### src/rtl/ex_csa_accum_pkg.sv
// rtl/ex_csa_accum_pkg.sv - shared types for the carry-save accumulator
//
// Purpose: FSM state encoding shared by the accumulator top and its bench.
// Ports:   none (package).
package ex_csa_accum_pkg;

  // ACC absorbs beats; RES_LO/RES_HI resolve the redundant pair in two
  // halves; DONE holds the result until the consumer takes it.
  typedef enum logic [1:0] {
    ACC    = 2'd0,
    RES_LO = 2'd1,
    RES_HI = 2'd2,
    DONE   = 2'd3
  } accState_e;

endpackage

### src/rtl/ex_csa3x2_n.sv
// rtl/ex_csa3x2_n.sv - bitwise WIDTH-bit 3:2 compressor
//
// Purpose: reduces three vectors to a sum vector and an unshifted carry
//          vector with x + y + z == sum + 2*carry. The caller shifts the
//          carry vector and chooses what enters its LSB.
// Ports:   x, y, z  in  WIDTH  addends
//          sum      out WIDTH  bitwise xor of the addends
//          carry    out WIDTH  bitwise majority (weight 2, not shifted)
module ex_csa3x2_n #(
  parameter int WIDTH = 64
) (
  input  logic [WIDTH-1:0] x,
  input  logic [WIDTH-1:0] y,
  input  logic [WIDTH-1:0] z,
  output logic [WIDTH-1:0] sum,
  output logic [WIDTH-1:0] carry
);

  assign sum   = x ^ y ^ z;
  assign carry = (x & y) | (x & z) | (y & z);

endmodule

### src/rtl/ex_csa_accum.sv
// rtl/ex_csa_accum.sv - sequential carry-save accumulator with split resolve
//
// Purpose: accumulates two operands per beat (each optionally negated) into a
//          redundant sum/carry pair, resolves it with a two-cycle split add
//          on the last beat of a group and offers the result on a
//          valid/ready handshake.
// Ports:   clock, reset          rising-edge clock, synchronous active-high reset
//          inValid/inReady       beat handshake
//          inA, inB              operands
//          inSubA, inSubB        negate the corresponding operand
//          inLast                beat closes the group
//          outValid/outReady     result handshake
//          outSum                group sum modulo 2^WIDTH
//          outCount              beats in the group, saturating
module ex_csa_accum
  import ex_csa_accum_pkg::*;
#(
  parameter int WIDTH = 64,
  parameter int CNTW  = 8
) (
  input  logic             clock,
  input  logic             reset,
  input  logic             inValid,
  output logic             inReady,
  input  logic [WIDTH-1:0] inA,
  input  logic [WIDTH-1:0] inB,
  input  logic             inSubA,
  input  logic             inSubB,
  input  logic             inLast,
  output logic             outValid,
  input  logic             outReady,
  output logic [WIDTH-1:0] outSum,
  output logic [CNTW-1:0]  outCount
);

  localparam int LOW  = WIDTH / 2;
  localparam int HIGH = WIDTH - LOW;

  accState_e        state;
  accState_e        nextState;
  logic [WIDTH-1:0] sumReg;
  logic [WIDTH-1:0] carryReg;
  logic [CNTW-1:0]  count;
  logic [WIDTH-1:0] result;
  logic             cpaCarry;

  logic [WIDTH-1:0] opA;
  logic [WIDTH-1:0] opB;
  logic [WIDTH-1:0] s1;
  logic [WIDTH-1:0] c1;
  logic [WIDTH-1:0] c1x;
  logic [WIDTH-1:0] s2;
  logic [WIDTH-1:0] c2;
  logic [WIDTH-1:0] c2x;
  logic [LOW:0]     loSum;
  logic [HIGH-1:0]  hiSum;
  logic             accept;
  logic             take;

  // One's complement here; the matching +1 rides in the free LSB of the
  // shifted carry vector of the same stage, so negation costs no adder.
  assign opA = inSubA ? ~inA : inA;
  assign opB = inSubB ? ~inB : inB;

  ex_csa3x2_n #(.WIDTH(WIDTH)) stage1 (
    .x    (sumReg),
    .y    (carryReg),
    .z    (opA),
    .sum  (s1),
    .carry(c1)
  );

  // Shift drops the carry out of the MSB, giving modulo-2^WIDTH arithmetic.
  assign c1x = (c1 << 1) | {{(WIDTH-1){1'b0}}, inSubA};

  ex_csa3x2_n #(.WIDTH(WIDTH)) stage2 (
    .x    (s1),
    .y    (c1x),
    .z    (opB),
    .sum  (s2),
    .carry(c2)
  );

  assign c2x = (c2 << 1) | {{(WIDTH-1){1'b0}}, inSubB};

  // Split carry-propagate add: low half in RES_LO, high half plus the
  // registered low carry in RES_HI.
  assign loSum = {1'b0, sumReg[LOW-1:0]} + {1'b0, carryReg[LOW-1:0]};
  assign hiSum = sumReg[WIDTH-1:LOW] + carryReg[WIDTH-1:LOW]
               + {{(HIGH-1){1'b0}}, cpaCarry};

  assign accept = inValid && inReady;
  assign take   = outValid && outReady;

  always_ff @(posedge clock) begin
    if (reset) begin
      state <= ACC;
    end else begin
      state <= nextState;
    end
  end

  always_comb begin
    nextState = state;
    inReady   = 1'b0;
    outValid  = 1'b0;
    case (state)
      ACC: begin
        inReady = 1'b1;
        if (inValid && inLast) begin
          nextState = RES_LO;
        end
      end
      RES_LO: nextState = RES_HI;
      RES_HI: nextState = DONE;
      DONE: begin
        outValid = 1'b1;
        if (outReady) begin
          nextState = ACC;
        end
      end
      default: nextState = ACC;
    endcase
  end

  always_ff @(posedge clock) begin
    if (reset) begin
      sumReg   <= '0;
      carryReg <= '0;
      count    <= '0;
      result   <= '0;
      cpaCarry <= 1'b0;
    end else begin
      if (accept) begin
        sumReg   <= s2;
        carryReg <= c2x;
        if (count != {CNTW{1'b1}}) begin
          count <= count + CNTW'(1);
        end
      end
      if (state == RES_LO) begin
        result[LOW-1:0] <= loSum[LOW-1:0];
        cpaCarry        <= loSum[LOW];
      end
      if (state == RES_HI) begin
        result[WIDTH-1:LOW] <= hiSum;
      end
      // Result register is left alone so outSum stays readable after the take.
      if (take) begin
        sumReg   <= '0;
        carryReg <= '0;
        count    <= '0;
      end
    end
  end

  assign outSum   = result;
  assign outCount = count;

endmodule

### config.mk
export PLATFORM = sky130hd
export DESIGN_NAME = ex_csa_accum
export DESIGN_NICKNAME = d
export VERILOG_FILES = /design/src/rtl/ex_csa_accum_pkg.sv /design/src/rtl/ex_csa3x2_n.sv /design/src/rtl/ex_csa_accum.sv
export SDC_FILE = /design/constraint.sdc
export NUM_CORES = 1
export LEC_CHECK = 0
export CAP_MARGIN = 15
export CORE_MARGIN = 2
export CORE_UTILIZATION = 25
export CTS_BUF_LIST = sky130_fd_sc_hd__clkbuf_4 sky130_fd_sc_hd__clkbuf_8
export CTS_CLUSTER_SIZE = 28
export DETAILED_ROUTE_END_ITERATION = 6
export PLACE_DENSITY_LB_ADDON = 0.15
export RECOVER_POWER = 25
export REMOVE_ABC_BUFFERS = 1
export SLEW_MARGIN = 20
export SYNTH_ARGS = -nofsm -noshare
export SYNTH_HDL_FRONTEND = slang
export SYNTH_SLANG_ARGS = --single-unit
### constraint.sdc
create_clock -name clock -period 3.61 [get_ports clock]
set_clock_uncertainty 0.15 [all_clocks]
set_input_delay 0.722 -clock clock [delete_from_list [all_inputs] [get_ports clock]]
set_output_delay 0.722 -clock clock [all_outputs]
set_load 0.02 [all_outputs]
==> qor.csv <==
metric,value,unit
Setup WS post-layout,0.235,ns
Syn Inst Count,1605,
synth cell count leaders,"nand2_1, a21oi_1, dfxtp_1",
Die H,244,um
largest net degree at the start of global routing,129,
row cnt,87,
CP cell instances,fa_2 > fa_1 > a211oi_1 > nor2_1 > o211ai_1 > a21oi_2 > o211ai_2 > buf_4 > o21a_1 > o31ai_2 > a2111o_1 > o221ai_1,
clock slew at reported path FFs,0.06,ns
total gr overflow,0,
initial antenna violation count,2,
Seq cells post-synth,203,
critical path type,flip-flop to flip-flop,
TritonCTS Buffers,42,
Final Wtd Congestion,0.822,
outcome,finished with violations,
Worst Path Arrival,3.73,ns
crit end category,flip-flop,
Synth top area share,28.3,%
clk buf depth,3,
Synth area leader,dfxtp_1,
first-pass GRT wire length,68900,um
peak supply drop,0.000292,V
half-perimeter wire length after placement,32200,um
cell area after layout,0.0181,mm2
CP max-delay cell,fa_2,
Routed wire per std cell,16.6,um
"worst slack, placed",0.157,ns
largest cells by area after synthesis,"dfxtp_1, fa_1, xor2_1, nand2_1, a21oi_1",
"Distinct cells, synth",80,
CTS sink count,203,
final WL,42600,um
total power,13.3,mW
Die ar.,0.0595,mm2
RSZ-0062 raised after global routing,no,
Post-Layout Cell Count,2575,
cell family with most CP delay,compound AO/OA/AOI/OAI gates,
"Cell Area, Placed",0.0172,mm2
core area,0.0566,mm2
Buffers on Ports,208,
"count leader, synth",nand2_1,
post-synthesis async set-or-reset flop share,0,%
DRC viols,0,
post-route minimum period,3.38,ns
WP data required,3.96,ns
Die W,244,um
"Largest stage delay, worst path",0.43,ns
Final Hold Vio Count,0,
via count,11600,
sequential-to-total area share from yosys stat,28.3,%
FMAX,296,MHz
Ys Warns,0,
dpl cells,2498,
pins over their slew limit,43,
number of vias per cell,4.52,
CTS tree,done,
MaxCap Viol Count,1,
Post-synth EDFFs,0,
worst hold path type,flip-flop to flip-flop,
DRT antenna net count,0,
Ports,209,
layout cells sized above 1,6.71,%
final core utilization,32.0,%
power per cell area,735,mW/mm2
vias in the first global route,12500,
failing checks,"max-capacitance violations, max-slew violations",
worst path bufs/invs,1,
CP Launch Type,flip-flop,
ys flop type,dfxtp_1,
final period utilization,93.5,%
Rel. slew slack,-8.58,%
root buffer cell,clkbuf_8,
count of final setup violators,0,
syn avg cell area,8.96,um2
Leakage Power,7.29,nW
Worst Tran Pin Value,1.62,ns
starting density of the core,25.4,%
r2r setup slk,0.23,ns
GRT Total Usage,14.5,%
H-tree Lvls,2,
net count reported at finish,2117,
Worst-Skew Late Latency,0.60,ns
Post-Syn Area,0.0144,mm2
DR iter-0 viols,397,
area delta synth->final,26.1,%
first drt pass iteration count,5,
critical-path maximum fanout,4,
==> path summary, 6_finish.rpt <==
path                start          to  cells past startpoint
max          carryReg[32]  outSum[56]                     12
min            sumReg[63]  sumReg[63]                      2
max reg2reg  carryReg[32]  outSum[56]                     12
min reg2reg    sumReg[63]  sumReg[63]                      2
==> metrics by stage <==
stage               hold slack (ns)  TNS (ns)
global route                  0.346         0
finish                        0.320         0
CTS                           0.322         0
floorplan                     0.299     -3.02
detailed placement            0.314         0
global placement              0.306         0
==> flip-flops by register name (all words and copies together), names as in the netlist <==
register	flops
state	2
outCount	8
outSum	64
sumReg	64
cpaCarry	1
carryReg	64
==> repair_timing <==
item                       CTS  global route
setup buffers                0             0
resized for setup            0             3
setup endpoints to repair    0             2
hold endpoints to repair     0             0
hold buffers                 0             0
==> cell type report <==
type	count	area, um2
Clock buffer	71	896
Timing Repair Buffer	227	2290
Multi-Input combinational cell	1287	9780
Clock inverter	5	52.6
Fill cell	5960	38500
Inverter	25	93.8
Sequential cell	203	4060
Antenna cell	1	2.50
Tap cell	756	946
==> worst register-to-register path, cell delays in order, from the launching register on <==
cell	delay, ns
dfxtp_1	0.35
fa_2	0.43
fa_1	0.40
a211oi_1	0.25
nor2_1	0.12
o211ai_1	0.31
a21oi_2	0.11
o211ai_2	0.22
buf_4	0.16
o21a_1	0.17
o31ai_2	0.11
a2111o_1	0.43
o221ai_1	0.07
==> layout by cell type, fill, tap and decap left out, types with 9 or more instances in the layout <==
master,n
a211oi_1,9
a21o_1,35
a21oi_1,203
buf_4,9
clkbuf_4,15
clkbuf_8,58
clkdlybuf4s50_1,205
dfxtp_1,203
fa_1,128
ha_1,67
inv_1,24
mux2i_1,36
nand2_1,327
nand2b_1,11
nand3_1,11
nand4_1,10
nor2_1,88
nor2b_1,10
nor3_1,21
o21ai_0,30
xnor2_1,38
xor2_1,141
==> power by group <==
part | switching (mW) | internal, mW
Combinational | 3.89 | 2.97
Sequential | 0.760 | 2.97
Clock | 1.11 | 1.63
==> metal layers <==
layer  vias to the layer above  GRT usage [%]  part of all wire (%)
li1                       5778              -                     -
met1                      5593           17.9                    44
met2                       201           25.3                    48
met3                        60           3.27                   4.9
met4                         2           4.25                   2.3
met5                         -              0                 0.030
==> cell families (layout without fill, tap and decap cells) <==
logic type	after synthesis	in the layout	share of synthesized area (%)
simple gates	515	515	15.1
compound gates	360	360	15.5
flops	203	203	28.3
fa+ha+maj	196	196	23.8
xor+xnor	179	179	10.9
buf+inv	115	328	3.85
mux	37	37	2.58
other cells	0	1	0
(Power assumes the default switching activity.)
